`config.mk`:
```
export PLATFORM = sky130hd
export DESIGN_NAME = color_freq_emulator
export DESIGN_NICKNAME = d
export VERILOG_FILES = /design/src/rtl/color_pkg.sv /design/src/rtl/color_hp_scaler.sv /design/src/rtl/color_freq_emulator.sv
export SDC_FILE = /design/constraint.sdc
export NUM_CORES = 1
export LEC_CHECK = 0
export ABC_AREA = 1
export CORE_AREA = 2 2 200 153
export CTS_CLUSTER_SIZE = 24
export DETAILED_ROUTE_END_ITERATION = 8
export DIE_AREA = 0 0 202 155
export GPL_ROUTABILITY_DRIVEN = 0
export GPL_TIMING_DRIVEN = 0
export PLACE_DENSITY = 0.61
export REMOVE_ABC_BUFFERS = 1
export SETUP_SLACK_MARGIN = 0.15
export SYNTH_ARGS = -nofsm -noshare
export SYNTH_HDL_FRONTEND = slang
export SYNTH_HIERARCHICAL = 1
export SYNTH_SLANG_ARGS = --single-unit
```
`constraint.sdc`:
```
create_clock -name clk -period 6.5 [get_ports clk]
set_input_delay 0.65 -clock clk [delete_from_list [all_inputs] [get_ports clk]]
set_output_delay 0.65 -clock clk [all_outputs]
set_load 0.01 [all_outputs]
```
`src/rtl/color_pkg.sv`:
```
// Shared codes for the colour-sensor emulator: filter/scale pin encodings,
// scale multipliers and the output-phase state type.
package color_pkg;

    localparam logic [1:0] FILT_RED   = 2'd0;
    localparam logic [1:0] FILT_BLUE  = 2'd1;
    localparam logic [1:0] FILT_CLEAR = 2'd2;
    localparam logic [1:0] FILT_GREEN = 2'd3;

    // Scale codes are {s0,s1}
    localparam logic [1:0] SCALE_OFF = 2'b00;
    localparam logic [1:0] SCALE_2   = 2'b10;
    localparam logic [1:0] SCALE_20  = 2'b01;
    localparam logic [1:0] SCALE_100 = 2'b11;

    localparam int MULT_2   = 50;
    localparam int MULT_20  = 5;
    localparam int MULT_100 = 1;

    typedef enum logic [1:0] {
        ST_OFF  = 2'd0,
        ST_LOW  = 2'd1,
        ST_HIGH = 2'd2
    } state_t;

endpackage

```
`src/rtl/color_hp_scaler.sv`:
```
// Selects the programmed half-period for the active filter and scales it by
// the output-frequency multiplier; a base of zero is treated as one.
module color_hp_scaler
    import color_pkg::*;
#(
    parameter int HP_W = 24
) (
    input  logic [3:0][HP_W-1:0] hp_regs_i,
    input  logic [1:0]           filt_i,
    input  logic [1:0]           scale_i,
    output logic [HP_W+5:0]      eff_hp_o
);

    logic [HP_W-1:0] base_sel;
    logic [HP_W+5:0] base_ext;

    always_comb begin
        base_sel = hp_regs_i[filt_i];
        base_ext = {6'd0, base_sel};
        if (base_sel == '0) begin
            base_ext = (HP_W+6)'(1);
        end
        // Six extra bits cover x50 of a full-scale base without overflow.
        case (scale_i)
            SCALE_2:  eff_hp_o = (base_ext << 5) + (base_ext << 4) + (base_ext << 1);
            SCALE_20: eff_hp_o = (base_ext << 2) + base_ext;
            default:  eff_hp_o = base_ext;
        endcase
    end

endmodule

```
`src/rtl/color_freq_emulator.sv`:
```
// TCS3200-style light-to-frequency emulator: square wave with per-filter
// programmable half-periods, scaled by the S0/S1 pins and gated by power-down.
module color_freq_emulator
    import color_pkg::*;
#(
    parameter int HP_W       = 24,
    parameter int DEFAULT_HP = 500
) (
    input  logic            clk,
    input  logic            reset,
    input  logic            s0,
    input  logic            s1,
    input  logic            s2,
    input  logic            s3,
    input  logic            wr_en,
    input  logic [1:0]      wr_sel,
    input  logic [HP_W-1:0] wr_data,
    output logic            freq_out,
    output logic            rise_stb,
    output logic            active
);

    localparam int EFF_W = HP_W + 6;

    state_t                state_q, state_d;
    logic [EFF_W-1:0]      cnt_q, cnt_d;
    logic                  rise_q, rise_d;
    logic [3:0][HP_W-1:0]  hp_q, hp_d;
    logic [EFF_W-1:0]      eff_hp;
    logic [1:0]            scale;
    logic [1:0]            filt;

    assign scale = {s0, s1};
    assign filt  = {s3, s2};

    color_hp_scaler #(
        .HP_W (HP_W)
    ) u_scaler (
        .hp_regs_i (hp_q),
        .filt_i    (filt),
        .scale_i   (scale),
        .eff_hp_o  (eff_hp)
    );

    // A write racing a reload is safe: the reload reads hp_q, the write lands in hp_d.
    always_comb begin
        hp_d = hp_q;
        if (wr_en) begin
            hp_d[wr_sel] = wr_data;
        end
    end

    always_ff @(posedge clk) begin
        if (reset) begin
            state_q <= ST_OFF;
            cnt_q   <= '0;
            rise_q  <= 1'b0;
            hp_q    <= {4{HP_W'(DEFAULT_HP)}};
        end else begin
            state_q <= state_d;
            cnt_q   <= cnt_d;
            rise_q  <= rise_d;
            hp_q    <= hp_d;
        end
    end

    always_comb begin
        state_d = state_q;
        cnt_d   = cnt_q;
        rise_d  = 1'b0;
        case (state_q)
            ST_OFF: begin
                cnt_d = '0;
                if (scale != SCALE_OFF) begin
                    state_d = ST_LOW;
                    cnt_d   = eff_hp - EFF_W'(1);
                end
            end
            ST_LOW, ST_HIGH: begin
                if (scale == SCALE_OFF) begin
                    state_d = ST_OFF;
                    cnt_d   = '0;
                end else if (cnt_q == '0) begin
                    // Filter/scale are only consulted here, so phases never glitch.
                    state_d = (state_q == ST_LOW) ? ST_HIGH : ST_LOW;
                    rise_d  = (state_q == ST_LOW);
                    cnt_d   = eff_hp - EFF_W'(1);
                end else begin
                    cnt_d = cnt_q - EFF_W'(1);
                end
            end
            default: begin
                state_d = ST_OFF;
                cnt_d   = '0;
            end
        endcase
    end

    always_comb begin
        freq_out = (state_q == ST_HIGH);
        rise_stb = rise_q;
        active   = (state_q != ST_OFF);
    end

endmodule

```
Word-level counts from Yosys, hierarchy flattened
Index checks and enable logic that the tools add are counted.
{"block": "word_totals", "register_bits": 129, "input_bits": 33, "out_inout_bits": 3, "word_cells": 49}
{"block": "classes", "n_addsub": 5, "magnitude_cmp": 3, "eq_ne": 6, "mux": 16, "bitwise_logic": 2, "reduce_logical": 10}
{"op": "$pmux 30 s2", "count": 2}
{"op": "$bwmux 96", "count": 1}
{"op": "$add 30x30->30", "count": 3}
{"op": "$mux 30", "count": 3}
{"op": "$mux 24", "count": 3}
{"op": "$sub 30x1->30 const B", "count": 2}
{"op": "$bmux 24 s2", "count": 1}
{"op": "$demux 24 s2", "count": 1}
{"op": "$logic_not 30->1", "count": 1}
{"op": "$logic_not 24->1", "count": 1}
{"op": "$mux 2", "count": 4}
{"op": "$lt 2x3->1 const B", "count": 2}
{"op": "$eq 2x1->1 const B", "count": 2}
{"op": "$eq 2x2->1 const B", "count": 2}
{"op": "$logic_not 2->1", "count": 2}
{"op": "$pmux 2 s2", "count": 1}
{"op": "$reduce_bool 2->1", "count": 2}
{"op": "$reduce_or 4->1", "count": 1}
{"op": "$ne 3x3->1 const B", "count": 1}
{"op": "$ge 2x1->1 const B", "count": 1}
{"op": "$ne 2x2->1 const B", "count": 1}
{"op": "$not 1->1", "count": 2}
{"op": "$reduce_and 2->1", "count": 1}
{"op": "$reduce_or 2->1", "count": 1}
{"op": "$logic_and 1x1->1", "count": 1}

Logic depth before layout (Yosys ltp)
{"block": "logic_depth", "depth_word": 11, "depth_mapped": 41, "mapped_depth_nobuf": 37}

Cells and area by module
Netlist, hierarchy kept.
{"mod": "color_freq_emulator", "n_inst": 1, "cells_per_inst": 924, "area_per_inst_um2": 6213.5, "seq_area_each_um2": 2582.5}
{"mod": "color_hp_scaler", "n_inst": 1, "cells_per_inst": 1034, "area_per_inst_um2": 5390.2, "seq_area_each_um2": 0.0}

Least setup slack after synthesis
No wires, ideal clock.
{"block": "synth_timing", "path_kind": "in2reg", "startpoint": "input s3", "endpoint": "register cnt_q[20]", "setup_time_ns": 0.073, "t_arrival_ns": 4.997, "required_time_ns": 6.427, "slack_ns": 1.431, "cell_stages": 36, "path_buffers": 3, "path_cell_list": "buf_4 inv_4 buf_2 buf_2 o21ai_0 o22ai_1 nor3_1 nand2_1 nor2_1 nand3_1 nand2_1 nor2_1 nor2_1 ha_1 ha_1 inv_1 fa_1 inv_1 nand3_1 nand2_1 nand4_1 nand2_1 a21oi_1 or2_2 nand3_1 nand2_1 inv_1 a21oi_1 nor2_1 nand2_1 nor2_1 nand2_1 nor2_1 xor2_1 nand2_1 a21oi_1"}
{"block": "synth_between", "elab_chain_len": 11, "word_cells_on_any_way": 13, "classes_between": "add/sub: 4; mux: 8; reduce/logical: 1"}
{"item": "start: declaration", "line": "color_freq_emulator.sv:14", "text": "input logic s3,"}
{"item": "$bmux 24 s2 *", "line": "color_hp_scaler.sv:18", "text": "base_sel = hp_regs_i[filt_i];"}
{"item": "$mux 24 (not written as such) *", "line": "color_hp_scaler.sv:18"}
{"item": "$logic_not 24->1", "line": "color_hp_scaler.sv:20", "text": "if (base_sel == '0) begin"}
{"item": "$mux 24 *", "line": "color_hp_scaler.sv:20"}
{"item": "$add 30x30->30 (2 in a row)", "line": "color_hp_scaler.sv:25", "text": "SCALE_2: eff_hp_o = (base_ext << 5) + (base_ext << 4) + (base_ext << 1);"}
{"item": "$pmux 30 s2 *", "line": "color_hp_scaler.sv:24", "text": "case (scale_i)"}
{"item": "net eff_hp[15]", "line": "color_freq_emulator.sv:29", "text": "logic [EFF_W-1:0] eff_hp;"}
{"item": "$sub 30x1->30 *", "line": "color_freq_emulator.sv:76, color_freq_emulator.sv:87"}
{"item": "$mux 30", "line": "color_freq_emulator.sv:83", "text": "end else if (cnt_q == '0) begin"}
{"item": "$mux 30", "line": "color_freq_emulator.sv:80", "text": "if (scale == SCALE_OFF) begin"}
{"item": "$pmux 30 s2 *", "line": "color_freq_emulator.sv:71", "text": "case (state_q)"}
{"item": "end signal: assignment", "line": "color_freq_emulator.sv:61", "text": "cnt_q <= cnt_d;"}
{"item": "end: declaration", "line": "color_freq_emulator.sv:26", "text": "logic [EFF_W-1:0] cnt_q, cnt_d;"}
The timed path passes the listed nets; every way through them passes the cells marked *. The select of a mux whose other input is x is not followed.
A chain may end at the register's enable or synchronous reset.

Worst setup path after layout
{"block": "layout_timing", "startpoint": "input s2", "endpoint": "register cnt_q[25]"}
{"block": "layout_between", "elab_chain_len": 11, "word_cells_on_any_way": 13, "classes_between": "add/sub: 4; mux: 8; reduce/logical: 1"}
{"item": "start: declaration", "line": "color_freq_emulator.sv:13", "text": "input logic s2,"}
{"item": "$bmux 24 s2 *", "line": "color_hp_scaler.sv:18"}
{"item": "$mux 24 (not written as such) *", "line": "color_hp_scaler.sv:18"}
{"item": "$logic_not 24->1", "line": "color_hp_scaler.sv:20"}
{"item": "$mux 24 *", "line": "color_hp_scaler.sv:20"}
{"item": "$add 30x30->30 (2 in a row)", "line": "color_hp_scaler.sv:25"}
{"item": "$pmux 30 s2 *", "line": "color_hp_scaler.sv:24"}
{"item": "net eff_hp[19]", "line": "color_freq_emulator.sv:29"}
{"item": "$sub 30x1->30 *", "line": "color_freq_emulator.sv:76, color_freq_emulator.sv:87"}
{"item": "$mux 30", "line": "color_freq_emulator.sv:83"}
{"item": "$mux 30", "line": "color_freq_emulator.sv:80"}
{"item": "$pmux 30 s2 *", "line": "color_freq_emulator.sv:71"}
Marks and branches as above.

==> flow_summary.json <==
{
  "clkSinkCount": 129,
  "drt-initial-drc-count": 1346,
  "insertedDiodeCount": 0,
  "rows": 55,
  "rsz0062_at_grt": "no",
  "yosys_warnings": 6,
  "ys_ff_latch": 129,
  "netlist_area_um2": 11600,
  "async_flop_share_pct": 0,
  "power_frac_clock_pct": 24.6,
  "path_class": "input port to flop",
  "syn_inst": 1958,
  "boundaryPins": 36,
  "insertion_delay_ns": 0.44,
  "slowest_delay_ns": 0.45,
  "stdcell_count": 2380,
  "cts.path.max_buffers": 2,
  "clk_pin_slew_ns": 0.07,
  "synth_ff_type": "dfxtp_1",
  "final_area_um2": 13000,
  "path_max_fanout": 49,
  "finalHoldViolations": 0,
  "max_clock_freq_mhz": 169,
  "synth_edf_count": 0,
  "p_comb_share_pct": 51.2,
  "grt_first_pass_wirelength_um": 61900,
  "dieArea_um2": 31300,
  "finish.utilization_pct": 44.0,
  "drc": 0,
  "r2r-end": "cnt_q[25]",
  "grt_max_degree": 73,
  "critical_path_required_ns": 6.82,
  "p_per_area_nw_per_um2": 310,
  "regArea_um2": 2580,
  "die_w_um": 202,
  "p_leak_nw": 6.49,
  "r2r_start": "hp_q[41]",
  "drive_above_1_share_pct": 9.49,
  "die_h_um": 155,
  "post_drt_wl_per_cell_um": 16.1,
  "place_area_um2": 12300,
  "antenna_found_initial": 0,
  "clockRootBuffer": "clkbuf_16",
  "cts_buffers": 17,
  "p_switching_mw": 1.90,
  "p_total_mw": 4.03,
  "cts_tree": "yes",
  "slew_viol_final": 0,
  "min_path_type": "flop to flop",
  "setup_viol": 0,
  "place_ws_ns": -1.68,
  "totalWireLength_um": 38400,
  "portBuffers": 35,
  "ys_seq_area_share_pct": 22.3,
  "reg2regPathDepth": 35,
  "crit_top_cell": "nand2_1",
  "internal-power_mw": 2.13,
  "maxSlewHeadroom_pct": 23.3,
  "p_sw_share_pct": 47.2,
  "drv_cap": 0,
  "postRouteAntennaNets": 0,
  "core_um2": 29500,
  "post-dp-hpwl_um": 27700,
  "placed_cells": 2340,
  "grt_overflow": 0,
  "setup_ws_ns": 0.584,
  "syn_avg_cell_area_um2": 5.93,
  "htreeDepth": 4,
  "via_per_inst": 5.32,
  "cts_hold_buffers": 0,
  "fin_nets": 2070,
  "fin_crit_ns": 5.92,
  "vias": 12661,
  "first_global_vias": 11584,
  "status": "completed",
  "start_kind": "input port",
  "fin_skew_ns": 0.0151,
  "filler_cell_count": 3133,
  "tightest_slew_ns": 1.15,
  "synth_cell_type_count": 48,
  "worst_ir_drop_vdd_mv": 0.259,
  "hold_depth": 2,
  "min_from": "hp_q[2]",
  "cp-end-kind": "flop",
  "r2r_slack_ns": 0.96,
  "seq_power_share_pct": 24.2,
  "cp.arrival_ns": 6.24,
  "track_usage_pct": 24.8,
  "area_delta_synth_final_pct": 11.9,
  "drtPass1Iterations": 6,
  "min_period_over_period_pct": 91.0,
  "multi_input_area_um2": 8010,
  "hold_end": "hp_q[2]",
  "cp_slowest_cell": "a21oi_4",
  "initial_utilization_pct": 39.3
}
-- power groups by stage --
stage               sequential, mW  clock (mW)  combinational [mW]
floorplan                    0.969           0                1.50
global placement             0.988           0                1.98
detailed placement           0.988           0                2.00
CTS                          0.971        1.02                2.02
global route                 0.989        1.05                2.32
finish                       0.973       0.993                2.06
-- synth_stat cells, types with 2 or more instances --
cell / count / area [um^2]
nor4_1: 5 / 31.3
o21ai_0: 123 / 616
nor2_8: 2 / 40.0
a21oi_1: 111 / 556
nand2_2: 52 / 325
buf_6: 8 / 90.1
o21bai_1: 11 / 82.6
fa_1: 7 / 140
a21oi_2: 10 / 87.6
or2_2: 11 / 68.8
o22ai_1: 3 / 18.8
o211ai_1: 2 / 15.0
dfxtp_1: 129 / 2580
nor2_1: 322 / 1210
inv_2: 11 / 41.3
nor2_4: 6 / 67.6
nor3_1: 12 / 60.1
inv_4: 2 / 12.5
inv_1: 186 / 698
clkbuf_1: 35 / 131
buf_4: 5 / 37.5
nor2_2: 12 / 75.1
ha_1: 62 / 776
nand2_4: 11 / 124
nand2_1: 544 / 2040
nand3b_1: 7 / 52.6
nand3_2: 8 / 80.1
nand4_1: 18 / 113
xor2_1: 15 / 131
nand3_1: 160 / 801
buf_2: 11 / 55.1
xnor2_1: 20 / 175
a31oi_1: 7 / 43.8
o221ai_1: 4 / 35.0
o21ai_1: 6 / 30.0
o31ai_1: 2 / 15.0
a21o_1: 7 / 52.6
-- routing by layer --
layer	share of wire, %	wire [um]	vias to the layer above	track usage, %
li1	-	-	6314	-
met1	49	18600	5838	37.0
met2	40	15400	462	36.0
met3	9.8	3770	47	4.92
met4	1.5	566	0	6.83
met5	0	0	-	0
-- worst max path at each step --
stage,start,slack (ns),depth (start not counted),end
6_report,s2,0.58,36,cnt_q[25]
5_1_grt,s2,0.17,37,cnt_q[25]
4_1_cts,s3,0.15,36,cnt_q[20]
3_5_place_dp,s3,-1.68,35,cnt_q[20]
3_3_place_gp,s2,-2.61,34,cnt_q[28]
2_1_floorplan,s2,1.63,31,cnt_q[20]
-- cell usage in the layout (no fill, tap or decap), types with 8 or more instances in the layout --
master           Yosys  layout
nand2_1            544     543
nor2_1             322     319
inv_1              186     185
nand3_1            160     160
dfxtp_1            129     129
o21ai_0            123     122
a21oi_1            111     111
ha_1                62      62
nand2_2             52      53
clkdlybuf4s50_1      0      33
xnor2_1             20      20
nand4_1             18      18
clkbuf_16            0      18
nor2_2              12      15
xor2_1              15      15
inv_2               11      11
nand2_4             11      11
o21bai_1            11      11
or2_2               11      11
nor3_1              12      10
a21oi_2             10       9
nand3_2              8       8
-- critical path: cells and delay by family --
kind / cells / cell delay (ns)
adder cells (fa/ha/maj): 3 / 0.83
buffers and inverters: 6 / 0.98
AO/OA/AOI/OAI: 9 / 1.58
AND/OR/NAND/NOR: 18 / 2.14
-- cell families after synthesis --
kind of cell	after synthesis	share of synthesized area (%)
adders and majority gates	69	7.89
xor gates and xnor gates	35	2.64
DFF	129	22.3
AOI/OAI and AO/OA	292	13.9
and+or+nand+nor	1174	44.1
buffers and inverters	259	9.22
-- per-stage QoR --
stage          setup TNS [ns]  hold WS [ns]
6_report                    0         0.457
5_1_grt                     0         0.489
4_1_cts                     0         0.461
3_5_place_dp           -27.85         0.445
3_3_place_gp           -50.47         0.441
2_1_floorplan               0         0.429
-- area by class of cell --
class / instances / area share [%]
sequential: 129 / 19.9
multi-input combinational: 1570 / 61.7
timing repair buffer: 48 / 4.03
tap: 399 / 3.85
clock inverter: 15 / 1.20
inverter: 200 / 5.94
timing repair inverter: 2 / 0.0964
clock buffer: 17 / 3.28
-- what timing repair did --
item                       CTS  global route
gates resized for setup      7            15
setup endpoints to repair   22            14
cloned                       2             1
setup buffers                4             1
hold endpoints to repair     0             0
-- registers in the layout, indices dropped and copies added, names as in the netlist --
signal and flops:
rise_stb 1, state_q 2, cnt_q 30, hp_q 96
Power figures use the tool's default switching activity.
